[config.mk]
export PLATFORM = sky130hd
export DESIGN_NAME = blend_scheduler
export DESIGN_NICKNAME = d
export VERILOG_FILES = /design/src/rtl/blend_pkg.sv /design/src/rtl/blend_scoreboard.sv /design/src/rtl/blend_scheduler.sv
export SDC_FILE = /design/constraint.sdc
export NUM_CORES = 1
export LEC_CHECK = 0
export CAP_MARGIN = 20
export CORE_MARGIN = 2
export CORE_UTILIZATION = 49
export DETAILED_ROUTE_END_ITERATION = 12
export PLACE_DENSITY = 0.88
export SYNTH_ARGS = -nofsm -noshare
export SYNTH_HDL_FRONTEND = slang
export SYNTH_SLANG_ARGS = --single-unit
[constraint.sdc]
create_clock -name clk -period 2.48 [get_ports clk]
set_input_delay 0.372 -clock clk [delete_from_list [all_inputs] [get_ports clk]]
set_output_delay 0.372 -clock clk [all_outputs]
set_load 0.03 [all_outputs]
[src/rtl/blend_pkg.sv]
// blend_pkg: shared state encoding, pixel record and address width for the
// blend scheduler and its scoreboard.
package blend_pkg;

  localparam int PIX_ADDR_W = 19;

  typedef enum logic [1:0] {
    RUN      = 2'd0,
    DRAIN    = 2'd1,
    FLUSH    = 2'd2,
    WAIT_ACK = 2'd3
  } sched_state_t;

  typedef struct packed {
    logic [PIX_ADDR_W-1:0] addr;
    logic [7:0]            r;
    logic [7:0]            g;
    logic [7:0]            b;
    logic [7:0]            a;
  } pixel_t;

endpackage

[src/rtl/blend_scoreboard.sv]
// blend_scoreboard: shift register of {valid, addr} tracking pixels that are
// still inside the blender's read-modify-write pipe. Entry 0 mirrors the
// scheduler output register; an entry falls off the end once the blender
// has written that address back.
module blend_scoreboard
  import blend_pkg::*;
#(
  parameter int DEPTH = 3
) (
  input  logic                  clk_i,
  input  logic                  reset_i,
  input  logic                  shift_valid_i,
  input  logic [PIX_ADDR_W-1:0] shift_addr_i,
  input  logic [PIX_ADDR_W-1:0] lookup_addr_i,
  output logic                  hazard_o,
  output logic                  empty_o
);

  logic [DEPTH-1:0]      valid_q;
  logic [PIX_ADDR_W-1:0] addr_q [DEPTH];

  // Advance the in-flight window every cycle; idle cycles insert an empty slot.
  always_ff @(posedge clk_i) begin
    if (reset_i) begin
      valid_q <= '0;
      for (int i = 0; i < DEPTH; i++) begin
        addr_q[i] <= '0;
      end
    end else begin
      valid_q   <= {valid_q[DEPTH-2:0], shift_valid_i};
      addr_q[0] <= shift_valid_i ? shift_addr_i : '0;
      for (int i = 1; i < DEPTH; i++) begin
        addr_q[i] <= addr_q[i-1];
      end
    end
  end

  // Flag a hazard when the offered address matches any live entry.
  always_comb begin
    hazard_o = 1'b0;
    for (int i = 0; i < DEPTH; i++) begin
      if (valid_q[i] && (addr_q[i] == lookup_addr_i)) begin
        hazard_o = 1'b1;
      end else begin
        hazard_o = hazard_o;
      end
    end
  end

  assign empty_o = (valid_q == '0);

endmodule

[src/rtl/blend_scheduler.sv]
// blend_scheduler: issues rasterizer pixels to the AlphaBlender one per
// cycle, stalls addresses still in flight (read-after-write hazard), and at
// end of frame drains the blender and performs the frame_ready/ack exchange.
// Optional build macro BLEND_SCHED_ALPHA_SKIP_EN: in-range pixels with
// alpha 8'h00 are consumed without being issued.
module blend_scheduler
  import blend_pkg::*;
#(
  parameter int          BLEND_LATENCY = 2,
  parameter int unsigned NUM_PIXELS    = 307200
) (
  input  logic                  clk,
  input  logic                  reset,
  input  logic                  in_valid,
  output logic                  in_ready,
  input  logic [PIX_ADDR_W-1:0] in_pixel_number,
  input  logic [7:0]            in_r,
  input  logic [7:0]            in_g,
  input  logic [7:0]            in_b,
  input  logic [7:0]            in_a,
  input  logic                  frame_done,
  output logic                  pixel_ready,
  output logic [PIX_ADDR_W-1:0] pixel_number,
  output logic [7:0]            r,
  output logic [7:0]            g,
  output logic [7:0]            b,
  output logic [7:0]            a,
  output logic                  frame_ready,
  input  logic                  blend_frame_ack,
  output logic                  range_err,
  output logic [7:0]            frame_count
);

  sched_state_t state_q, state_d;
  pixel_t       pix_q;
  logic         pixel_ready_q;
  logic         range_err_q;
  logic [7:0]   frame_count_q, frame_count_d;

  logic sb_hazard;
  logic sb_empty;
  logic accept;
  logic in_range;
  logic issue;
  logic drop_range;

  // Pixels whose write has not landed yet; depth covers output reg + blender pipe.
  blend_scoreboard #(
    .DEPTH (BLEND_LATENCY + 1)
  ) u_scoreboard (
    .clk_i         (clk),
    .reset_i       (reset),
    .shift_valid_i (issue),
    .shift_addr_i  (in_pixel_number),
    .lookup_addr_i (in_pixel_number),
    .hazard_o      (sb_hazard),
    .empty_o       (sb_empty)
  );

  assign in_ready   = (state_q == RUN) && !sb_hazard;
  assign accept     = in_valid && in_ready;
  assign in_range   = (32'(in_pixel_number) < NUM_PIXELS);
  assign drop_range = accept && !in_range;

`ifdef BLEND_SCHED_ALPHA_SKIP_EN
  // Fully transparent pixels cannot change the frame buffer, so skip them.
  assign issue = accept && in_range && (in_a != 8'h00);
`else
  assign issue = accept && in_range;
`endif

  // State and frame counter registers.
  always_ff @(posedge clk) begin
    if (reset) begin
      state_q       <= RUN;
      frame_count_q <= 8'd0;
    end else begin
      state_q       <= state_d;
      frame_count_q <= frame_count_d;
    end
  end

  // Next-state: run until frame_done, drain the pipe, flush, then wait for ack.
  always_comb begin
    state_d       = state_q;
    frame_count_d = frame_count_q;
    case (state_q)
      RUN: begin
        if (frame_done) begin
          state_d = DRAIN;
        end else begin
          state_d = RUN;
        end
      end
      DRAIN: begin
        if (sb_empty) begin
          state_d = FLUSH;
        end else begin
          state_d = DRAIN;
        end
      end
      FLUSH: begin
        state_d = WAIT_ACK;
      end
      WAIT_ACK: begin
        if (blend_frame_ack) begin
          state_d       = RUN;
          frame_count_d = frame_count_q + 8'd1;
        end else begin
          state_d = WAIT_ACK;
        end
      end
      default: begin
        state_d = RUN;
      end
    endcase
  end

  // Output register: strobes every cycle, data only reloads on an issue.
  always_ff @(posedge clk) begin
    if (reset) begin
      pix_q         <= '0;
      pixel_ready_q <= 1'b0;
      range_err_q   <= 1'b0;
    end else begin
      pixel_ready_q <= issue;
      range_err_q   <= drop_range;
      if (issue) begin
        pix_q <= '{addr: in_pixel_number, r: in_r, g: in_g, b: in_b, a: in_a};
      end
    end
  end

  assign pixel_ready  = pixel_ready_q;
  assign pixel_number = pix_q.addr;
  assign r            = pix_q.r;
  assign g            = pix_q.g;
  assign b            = pix_q.b;
  assign a            = pix_q.a;
  assign range_err    = range_err_q;
  assign frame_ready  = (state_q == FLUSH);
  assign frame_count  = frame_count_q;

endmodule

* After elaboration in Yosys (flattened, before gate mapping)
Memories as Yosys holds them, arrays and structs flattened.
Cells that the tools add are included.
Widths: inputs -> output; s select.
** Storage, ports and cells
- Register bits after elaboration :: 66
- Memory bits (writable) :: 57
- Output and inout bits :: 63
- Logic and storage cells :: 48
- Memories kept :: 1
** Memories
- u_scoreboard.addr_q :: words 3, width 19, read ports 3, clocked after memory_dff 0, wr ports 3, line blend_scoreboard.sv:20 : logic [PIX_ADDR_W-1:0] addr_q [DEPTH];
** Operators by class
- $add $sub $neg :: 1
- Order comparisons :: 1
- Equality and inequality tests :: 6
- Mux-type cells :: 14
- Bitwise logic cells :: 3
- Reductions and logical operators :: 12
** Operators with widths (count)
- $mux 19 :: 4
- $eq 19x19->1 :: 3
- $lt 19x19->1 const B :: 1
- $add 8x1->8 const B :: 1
- $pmux 2 s4 :: 1
- $logic_and 1x1->1 :: 7
- $mux 1 :: 7
- $eq 2x2->1 const B :: 2
- $mux 2 :: 2
- $logic_not 3->1 :: 1
- $or 1x1->1 :: 3
- $eq 2x1->1 const B :: 1
- $logic_not 1->1 :: 2
- $logic_not 2->1 :: 1
- $reduce_and 2->1 :: 1

* Logic depth before layout (Yosys ltp)
Gate-level depths: netlist of the first run.
An unclocked memory read counts as a cell.
- Depth in word-level cells :: 12
- Gate-level depth with buffers :: 9
- Depth with buffers taken out :: 6

* Modules after synthesis
A second synthesis of the first run with hierarchy kept.
** Unflattened totals
- Cell total of the unflattened synthesis :: 486
- Area, all modules :: 4883.4 um^2
** By module, submodules not included
- blend_scheduler :: times used 1, cells an instance 281, area each 2633.8 um^2, sequential area each 1261.2 um^2
- blend_scoreboard :: times used 1, cells an instance 205, area each 2249.7 um^2, sequential area each 1201.2 um^2

* Worst setup path before layout of the first run
OpenSTA, ideal clock, no wires.
- Path type :: in2out
- From :: input port in_pixel_number[12]
- To :: output port in_ready
- Arrival :: 1.812 ns
- Required time :: 2.108 ns
- Slack :: 0.296 ns
- Cell stages on the path :: 8
- Cells stage by stage :: buf_6 -> xor2_1 -> nor4_1 -> nand3_1 -> o22a_1 -> buf_2 -> buf_2 -> and3_1
** On the way
- Cells in the longest elaborated chain, start to end :: 7
- Elaborated cells on any way between the ends :: 11
- Those cells by class :: eq/ne (3); mux (3); reduce/logical (5)
** RTL lines
- start, declared :: line blend_scheduler.sv:16 : input logic [PIX_ADDR_W-1:0] in_pixel_number,
- $eq 19x19->1 :: line blend_scoreboard.sv:42 : if (valid_q[i] && (addr_q[i] == lookup_addr_i)) begin
- $logic_and 1x1->1 :: line blend_scoreboard.sv:42
- $mux 1 (2 in series) :: line blend_scoreboard.sv:42
- $mux 1 (*) :: line blend_scoreboard.sv:42
- $logic_not 1->1 (*) :: line blend_scheduler.sv:60 : assign in_ready = (state_q == RUN) && !sb_hazard;
- $logic_and 1x1->1 (*) :: line blend_scheduler.sv:60
- end, declared :: line blend_scheduler.sv:15 : output logic in_ready,
Mark *: on every way between the ends. The rest lies on a longest branch, timed or not.

==> results of run 1 <==
==> kinds of logic after synthesis <==
| logic type | count (synthesis) | synth area share |
|---|---|---|
| flip-flops | 122 | 0.5115 |
| buffers and inverters | 44 | 0.04691 |
| XOR/XNOR | 64 | 0.1174 |
| multiplexers | 1 | 0.002097 |
| AO/OA/AOI/OAI | 110 | 0.1253 |
| adder cells (fa/ha/maj) | 1 | 0.002620 |
| AND/OR/NAND/NOR | 163 | 0.1942 |
==> registers in the layout, indices dropped and copies added (netlist names) <==
register	count
range_err	1
u_scoreboard.addr_q	57
a	8
frame_count	8
pixel_number	19
r	8
g	8
b	8
u_scoreboard.valid_q	3
state_q	2
==> final cells by class <==
type	count	area, um2	share of cell area
multi-input cells	339	2148	0.3134
clock inverters	14	125.1	0.01825
well taps	133	166.4	0.02428
clock buffers	18	427.9	0.06243
inverters	3	11.26	0.001643
flip-flops and latches	122	2445	0.3567
repair buffers	160	1530	0.2233
==> power breakdown <==
part           total [mW]  internal (mW)  switching, mW
sequential           2.09           2.04         0.0485
clock                2.26           1.35          0.905
combinational       0.706          0.321          0.385
total                5.05           3.72           1.34
==> worst max-delay path: stages (launching register included) <==
cell and delay (ns):
dfxtp_2 0.33, xor2_2 0.16, nor4_2 0.29, nand4_1 0.20
o22a_2 0.29, and3_4 0.17, buf_6 0.13
==> worst max-delay path by stage <==
stage,from,end,slack [ns],depth (start not counted)
after floorplan,in_pixel_number[12],in_ready,0.30,8
after global placement,in_pixel_number[2],in_ready,-0.09,7
after detailed placement,in_pixel_number[12],u_scoreboard.addr_q[0][18],-0.14,8
after CTS,u_scoreboard.addr_q[0][29],in_ready,0.002,6
after global routing,u_scoreboard.addr_q[0][53],in_ready,-0.08,6
final,u_scoreboard.addr_q[0][21],in_ready,0.02,6
==> layer usage <==
metal	part of all wire	GRT usage	routed length, um
met2	0.51	0.4344	6726
met3	0.068	0.06102	896
met1	0.40	0.3055	5307
met4	0.023	0.1128	298
met5	0	0	0
==> synth_stat cells <==
cell type / count / area share
buf_1: 3 / 0.0024
o211ai_1: 1 / 0.0016
nor4_1: 9 / 0.012
clkbuf_2: 5 / 0.0052
a21bo_2: 1 / 0.0021
o32ai_1: 2 / 0.0037
nand4_1: 10 / 0.013
xor2_1: 41 / 0.075
xnor2_1: 23 / 0.042
a21boi_4: 1 / 0.0039
nor3_2: 1 / 0.0021
nor3_1: 4 / 0.0042
nand2_1: 5 / 0.0039
nand2_4: 1 / 0.0024
o21ai_1: 6 / 0.0063
buf_4: 4 / 0.0063
a211oi_1: 1 / 0.0016
o22ai_2: 1 / 0.0026
and3_1: 3 / 0.0039
nand3_1: 53 / 0.056
buf_2: 12 / 0.013
o22a_1: 1 / 0.0018
nand2b_1: 2 / 0.0026
mux2i_1: 1 / 0.0021
nor2_1: 16 / 0.013
ha_1: 1 / 0.0026
nor3b_1: 16 / 0.025
dfxtp_1: 122 / 0.51
buf_6: 3 / 0.0071
a22oi_1: 1 / 0.0016
a21o_1: 1 / 0.0016
and4_1: 1 / 0.0018
clkbuf_1: 14 / 0.011
inv_1: 3 / 0.0024
nor2b_1: 42 / 0.055
a21oi_1: 51 / 0.053
o21ai_0: 43 / 0.045
==> what timing repair did <==
action,in CTS,in global routing
pin swaps,8,6
setup buffers,2,2
gates resized for setup,16,7
cloned,0,0
setup endpoints to repair,1,1
==> through the flow <==
step / hold slack, ns / utilization / setup slack (ns)
finish: 0.2128 / 0.7144 / 0.01986
detailed placement: 0.4669 / 0.6513 / -0.1355
global placement: 0.4600 / 0.6513 / -0.08531
CTS: 0.3188 / 0.7092 / 0.001629
global route: 0.2361 / 0.7144 / -0.08317
floorplan: 0.4576 / - / 0.2964
==> results.json, run 1 <==
{
  "grt_usage": 0.2546,
  "first_pass_iters": 5,
  "cellPowerDensity_nw_per_um2": 737.4,
  "root_buffer": "clkbuf_8",
  "path_clk_slew_ns": 0.06,
  "maxCapViolations": 0,
  "final_max_slew_viol_count": 0,
  "cts_sinks": 122,
  "synth_area_um2": 4775,
  "cts_hold_buf": 0,
  "cts.path.max_buffers": 2,
  "io_buffers": 118,
  "start_util": 0.4977,
  "routed-via-count": 4251,
  "r2r_slack_ns": 0.26,
  "reg2reg_depth": 9,
  "synth-seq-area-share": 0.5115,
  "grt_max_degree": 69,
  "setup_viol": 0,
  "fin_crit_ns": 2.460,
  "grt_pass1_vias": 4215,
  "fin_cells": 789,
  "drt_iter0_drc": 342,
  "ir_worst_vdd_v": 0.0005576,
  "layout_commonest_cell": "dfxtp_1",
  "avgSynthCellArea_um2": 9.455,
  "layout_common_cells": "dfxtp_1, clkdlybuf4s50_1, nand3_1",
  "grt_antenna_before_repair": 0,
  "die_area_um2": 10550,
  "synthesis.nets": 562,
  "skew_ns": 0.008259,
  "place_congestion": 0.9316,
  "critPathArrivalTime_ns": 2.09,
  "synth.distinct_cells": 37,
  "io_pins": 119,
  "fillers": 705,
  "slew_headroom": 0.5406,
  "tightest_slew_ns": 0.6891,
  "viasPerCell": 5.388,
  "fin_crit_sh": 0.9920,
  "worstPathRequired_ns": 2.11,
  "synth_cells": 505,
  "outcome": "finished clean",
  "finalHoldViolCount": 0,
  "final_antenna_net_count": 0,
  "nets": 700,
  "totalWireLength_mm": 13.23,
  "placed_cells": 753,
  "end_kind": "output port",
  "htreeDepth": 4,
  "grt-ovfl-total": 0,
  "cts_buffers": 17,
  "cts_tree": "done",
  "max_freq_mhz": 406.5,
  "area_delta_synth_final_pct": 43.55,
  "whs_path_depth": 3,
  "leakage_nw": 2.568,
  "r2r_start": "u_scoreboard.addr_q[0][21]",
  "power.total_mw": 5.054,
  "rsz0062_at_grt": "yes",
  "drive_above_1_share": 0.1341,
  "drc": 0,
  "crit_path_start_kind": "flip-flop",
  "ys_warn_count": 0,
  "crit_type": "reg -> out",
  "wl_per_cell_um": 16.77,
  "dpl_cell_area_um2": 6248,
  "whs_endpoint": "pixel_number[11]",
  "hpwl_mm": 8.616,
  "dieWidth_um": 102.7,
  "cp_max_fo": 2,
  "fp.coreArea_um2": 9594,
  "die_height_um": 102.7,
  "num_rows": 36,
  "synth-seq-cells": 122,
  "antennaDiodeCount": 0,
  "design_area_um2": 6854,
  "regToRegEndpoint": "pixel_number[10]",
  "clock_latency_ns": 0.52,
  "grt_pass1_wl_mm": 20.51,
  "hold_path.startpoint": "in_pixel_number[11]",
  "hold_path.class": "in -> reg",
  "setup_tns_ns": 0
}
(Power assumes the default switching activity.)
==> run 2, diff against run 1 <==
- CORE_MARGIN: 2 -> 8
==> run 2 against run 1 <==
Against the previous run: sequential power hardly changed; wire length is 24% higher; critical path type is now in -> out; design area is 2.4% higher; hold slack gained 0.075 ns; die area grew 25%; fmax is 4.6% lower; first-iteration DRC count increased by 41%; the run now ends with setup timing left; clock power decreased by 3%.
==> results.json, run 2 (synthesis results as in run 1) <==
{
  "met2_usage": 0.3728,
  "critPathArrivalTime_ns": 2.21,
  "cts_sinks": 122,
  "combPwrFrac": 0.148,
  "placed_cells": 750,
  "ir_worst_vdd_v": 0.0004413,
  "dpl_cell_area_um2": 6238,
  "multi_input_area_um2": 2177,
  "grt-ovfl-total": 0,
  "htreeDepth": 4,
  "worstPathRequired_ns": 2.11,
  "totalWireLength_mm": 16.46,
  "io_pins": 119,
  "end_kind": "output port",
  "first_pass_iters": 5,
  "drc": 0,
  "routed-via-count": 4499,
  "fin_crit_sh": 1.040,
  "crit_type": "in -> out",
  "grt_pass1_wl_mm": 22.65,
  "cellPowerDensity_nw_per_um2": 718.2,
  "place_congestion": 0.8429,
  "design_area_um2": 7020,
  "holdWs_ns": 0.2877,
  "switchingPower_mw": 1.307,
  "cp_max_fo": 3,
  "grt_antenna_before_repair": 0,
  "slew_headroom": 0.5241,
  "maxCapViolations": 0,
  "finalWorstSetupSlack_ns": -0.09804,
  "met3_usage": 0.07753,
  "path_clk_slew_ns": 0.06,
  "fp.coreArea_um2": 9594,
  "crit_path_start_kind": "primary input",
  "cts.path.max_buffers": 2,
  "root_buffer": "clkbuf_8",
  "violations": "setup timing",
  "io_buffers": 118,
  "num_rows": 36,
  "nets": 708,
  "die_area_um2": 13160,
  "tightest_slew_ns": 0.7139,
  "skew_ns": 0.006633,
  "utilization": 0.7317,
  "rsz0062_at_grt": "yes",
  "grt_max_degree": 72,
  "seqCellArea_um2": 2444,
  "regMostFlops": "u_scoreboard.addr_q",
  "hold_path.class": "in -> reg",
  "clockPowerShare": 0.437,
  "busiest_layer": "met2",
  "seqPwrFrac": 0.415,
  "setup_viol": 1,
  "final_max_slew_viol_count": 0,
  "swShare": 0.2592,
  "clock_latency_ns": 0.52,
  "largest_reg_flops": 57,
  "layout_commonest_cell": "dfxtp_1",
  "outcome": "complete, but fails checks",
  "cts_tree": "done",
  "place_ws_ns": -0.3081,
  "viasPerCell": 5.659,
  "start_util": 0.4977,
  "dieWidth_um": 114.7,
  "max_freq_mhz": 387.9,
  "antennaDiodeCount": 0,
  "hpwl_mm": 9.456,
  "power.total_mw": 5.042,
  "grt_pass1_vias": 4488,
  "layout_common_cells": "dfxtp_1, clkdlybuf4s50_1, a21oi_1, nand3_1, nor2b_1",
  "drive_above_1_share": 0.1465,
  "internal-power_mw": 3.735,
  "fin_crit_ns": 2.578,
  "die_height_um": 114.7,
  "fin_cells": 795,
  "wl_per_cell_um": 20.71,
  "setup_tns_ns": -0.09804,
  "finalHoldViolCount": 0,
  "grt_use_met1": 0.2399,
  "leakage_nw": 2.630,
  "area_delta_synth_final_pct": 47.04,
  "cts_buffers": 17,
  "fillers": 640,
  "grt_usage": 0.2219,
  "drt_iter0_drc": 481,
  "final_antenna_net_count": 0
}
-- run 2: changes by cell type in the layout (fill, tap and decap cells not counted), sizes merged, moves of 2 or more --
cell,delta
clkinv,-2
dlygate4sd2,-2
clkinvlp,-3
clkbuf,+7
buf,+5
-- run 2: area by class of cell --
type | instances | share of cell area
Tap cell | 133 | 0.02370
Sequential cell | 122 | 0.3481
Clock inverter | 8 | 0.01034
Multi-Input combinational cell | 339 | 0.3101
Clock buffer | 22 | 0.06452
Inverter | 3 | 0.001604
Timing Repair Buffer | 168 | 0.2417
-- run 2: final timing paths --
kind / from / to / slack [ns] / cells past startpoint
worst min register to register: a[7] / a[7] / 0.47 / 2
worst max register to register: u_scoreboard.addr_q[0][44] / g[3] / 0.03 / 12
worst min-delay path: in_pixel_number[3] / pixel_number[3] / 0.29 / 3
worst max-delay path: in_pixel_number[18] / in_ready / -0.1 / 7
-- run 2: power by group through the flow --
stage | Combinational (mW) | Clock (mW) | Sequential [mW]
after floorplan | 0.269 | 0 | 2.23
after global placement | 0.694 | 0 | 2.12
after detailed placement | 0.711 | 0 | 2.13
after CTS | 0.723 | 2.20 | 2.09
after global routing | 0.788 | 2.32 | 2.10
final | 0.745 | 2.20 | 2.09
-- run 2: timing repair --
action                     4_1_cts  5_1_grt
setup buffers                    8        2
hold endpoints to repair         0        0
setup endpoints to repair        1       52
pin swaps                       10       40
gates cloned                     0        6
hold buffers                     0        0
gates resized for setup         20       32
-- run 2: layer usage --
metal	vias to the layer above	wire, um
met5	-	0
met3	71	1315
li1	2034	-
met2	254	8255
met1	2140	6118
met4	0	775
-- run 2: worst max-delay path: stages --
cell and delay (ns):
clkdlybuf4s50_1 0.48, xor2_1 0.21, nor4_2 0.39, nand3_2 0.15
o22a_2 0.28, and3_4 0.18, buf_12 0.13
==> run 3, diff against run 2 <==
- ABC_AREA: unset -> 1
- CORE_UTILIZATION: 49 -> 51
- PLACE_DENSITY: 0.88 -> 0.89
==> run 3 against run 2 <==
Against the previous run: the run now ends clean; hold slack gained 0.0080 ns; sequential share of layout area shrank 1.7 points; clock skew up 0.0030 ns; synthesized cell count rose by 65%; via count is 17% higher; core utilization is 1.3 points lower; sequential power about the same; area after synthesis rose by 13%; combinational power grew 29%; critical path type unchanged; largest cell class unchanged.
==> results.json, run 3 <==
{
  "outcome": "finished clean",
  "largest_reg_flops": 57,
  "grt_usage": 0.2112,
  "fp.coreArea_um2": 10280,
  "grt_max_degree": 66,
  "wl_per_cell_um": 13.15,
  "crit_top_cell": "nand2_1",
  "drt_iter0_drc": 555,
  "fin_crit_sh": 0.9382,
  "met3_usage": 0.05807,
  "synth.most_common_cell": "nand2_1",
  "cp_max_fo": 8,
  "hpwl_mm": 10.28,
  "cts_tree": "done",
  "synth_top_area_frac": 0.4546,
  "cts_hold_buf": 0,
  "io_buffers": 118,
  "grt-ovfl-total": 0,
  "tightest_slew_ns": 0.6922,
  "cpMaxStageDelayCell": "clkdlybuf4s50_1",
  "critPathArrivalTime_ns": 1.95,
  "root_buffer": "clkbuf_8",
  "async_flop_share": 0,
  "synth.distinct_cells": 24,
  "grt_pass1_vias": 5027,
  "fin_crit_ns": 2.327,
  "cts_sinks": 122,
  "end_kind": "output port",
  "ir_worst_vdd_v": 0.0004080,
  "first_pass_iters": 5,
  "finalHoldViolCount": 0,
  "htreeDepth": 4,
  "viasPerCell": 4.733,
  "synthTopCellsByArea": "dfxtp_1, nand2_1, inv_1",
  "fillers": 814,
  "power.total_mw": 5.720,
  "totalWireLength_mm": 14.57,
  "path_clk_slew_ns": 0.06,
  "skew_ns": 0.009626,
  "cp_top_family": "buffers and inverters",
  "slew_headroom": 0.5385,
  "nets": 1016,
  "leakage_nw": 3.466,
  "synth-seq-area-share": 0.4546,
  "synth_ff_type": "dfxtp_1",
  "synth_edf_count": 0,
  "hold_path.class": "in -> reg",
  "synth_area_um2": 5373,
  "slowest_delay_ns": 0.61,
  "path_buf_inv": 3,
  "ys_warn_count": 0,
  "drive_above_1_share": 0.06481,
  "routed-via-count": 5244,
  "cts_buffers": 17,
  "cts.path.max_buffers": 2,
  "crit_path_start_kind": "primary input",
  "avgSynthCellArea_um2": 6.434,
  "path_cells": "clkdlybuf4s50_1 -> inv_1 -> nand2_1 -> nand2_1 -> nor2_1 -> nand2_1 -> nor2_1 -> nand3_1 -> nand2_2 -> nor2_8 -> buf_4",
  "dieWidth_um": 118.6,
  "place_congestion": 0.8973,
  "die_height_um": 118.6,
  "regMostFlops": "u_scoreboard.addr_q",
  "post_cts_buffers": 0,
  "antennaDiodeCount": 0,
  "setup_viol": 0,
  "final_max_slew_viol_count": 0,
  "synth-seq-cells": 122,
  "io_pins": 119,
  "num_rows": 37,
  "start_util": 0.5228,
  "drc": 0,
  "crit_type": "in -> out",
  "worstPathRequired_ns": 2.11,
  "maxCapViolations": 0,
  "synth_cells": 835,
  "busiest_layer": "met2",
  "synth_top_area_cell": "dfxtp_1",
  "layout_common_cells": "nand2_1, inv_1, nor2_1",
  "max_freq_mhz": 429.8,
  "grt_use_met1": 0.2489,
  "final_antenna_net_count": 0,
  "clock_latency_ns": 0.52,
  "met2_usage": 0.3483,
  "grt_pass1_wl_mm": 24.22,
  "rsz0062_at_grt": "no",
  "layout_commonest_cell": "nand2_1",
  "synthesis.nets": 892,
  "yosys-top-cells-count": "nand2_1, inv_1, nor2_1, dfxtp_1, nand4_1",
  "setup_tns_ns": 0,
  "cellPowerDensity_nw_per_um2": 774.9,
  "area_delta_synth_final_pct": 37.40,
  "grt_antenna_before_repair": 0,
  "die_area_um2": 14080
}
## run 3: cell count changes in the layout (fill, tap and decap cells not counted), moves of 26 or more
cell     change
nor2_1     +139
xor2_1      -41
a21oi_1     -41
nor2b_1     -42
nand4_1     +26
nand2_1    +220
nand3_1     -42
inv_1      +183
## run 3: cell type report
type	count	area, um2	area share
Tap cell	136	170.2	0.02305
Inverter	195	732.0	0.09915
Multi-Input combinational cell	488	2068	0.2802
Clock inverter	10	162.7	0.02203
Sequential cell	122	2442	0.3308
Clock buffer	22	473.0	0.06407
Timing Repair Buffer	135	1334	0.1807
## run 3: per-layer routing
layer / up-vias / routed length [um]
li1: 2693 / -
met1: 2307 / 6221
met2: 207 / 6779
met3: 37 / 1079
met4: 0 / 490
met5: - / 0
## run 3: kinds of logic (layout without fill, tap and decap cells)
kind of cell             count (synthesis)  after routing  synth area share
AO/OA/AOI/OAI                           50             50           0.04821
flip-flops                             122            122            0.4546
XOR/XNOR                                 4              4          0.006520
AND/OR/NAND/NOR                        433            433            0.3274
buffers and inverters                  225            362            0.1609
adder cells (fa/ha/maj)                  1              1          0.002328
## run 3: path summary, 6_finish.rpt
check                                  start                          to  slack (ns)  cells after the start
setup / recovery          in_pixel_number[2]                    in_ready        0.15                     11
hold / removal            in_pixel_number[9]   u_scoreboard.addr_q[0][9]        0.30                      3
setup reg to reg  u_scoreboard.addr_q[0][20]            pixel_number[17]        0.66                     12
hold reg to reg   u_scoreboard.addr_q[0][10]  u_scoreboard.addr_q[0][29]        0.44                      2
## run 3: where the power goes
| part | internal (mW) | leakage [nW] | switching [mW] |
|---|---|---|---|
| registers | 2.07 | 0.993 | 0.0541 |
| logic | 0.385 | 2.17 | 0.575 |
| clock network | 1.74 | 0.308 | 0.898 |
## run 3: timing repair
| action | in CTS | in global routing |
|---|---|---|
| gates resized for setup | 0 | 4 |
| setup endpoints to repair | 0 | 1 |
| hold endpoints to repair | 0 | 0 |
## run 3: stage by stage
stage	std cells	hold slack (ns)	worst slack (ns)	utilization	instance area, um2
floorplan	835	0.4130	0.8007	-	5373
global placement	1076	0.4288	0.09290	0.6555	6736
detailed placement	1076	0.4342	0.03279	0.6555	6736
CTS	1108	0.4136	0.09682	0.7173	7372
global route	1108	0.2968	0.02364	0.7183	7382
finish	1108	0.2957	0.1532	0.7183	7382
## run 3: worst min-delay path, stage by stage
cell and delay [ns]:
dlymetal6s2s_1 0.17, inv_1 0.15, nor2_1 0.07
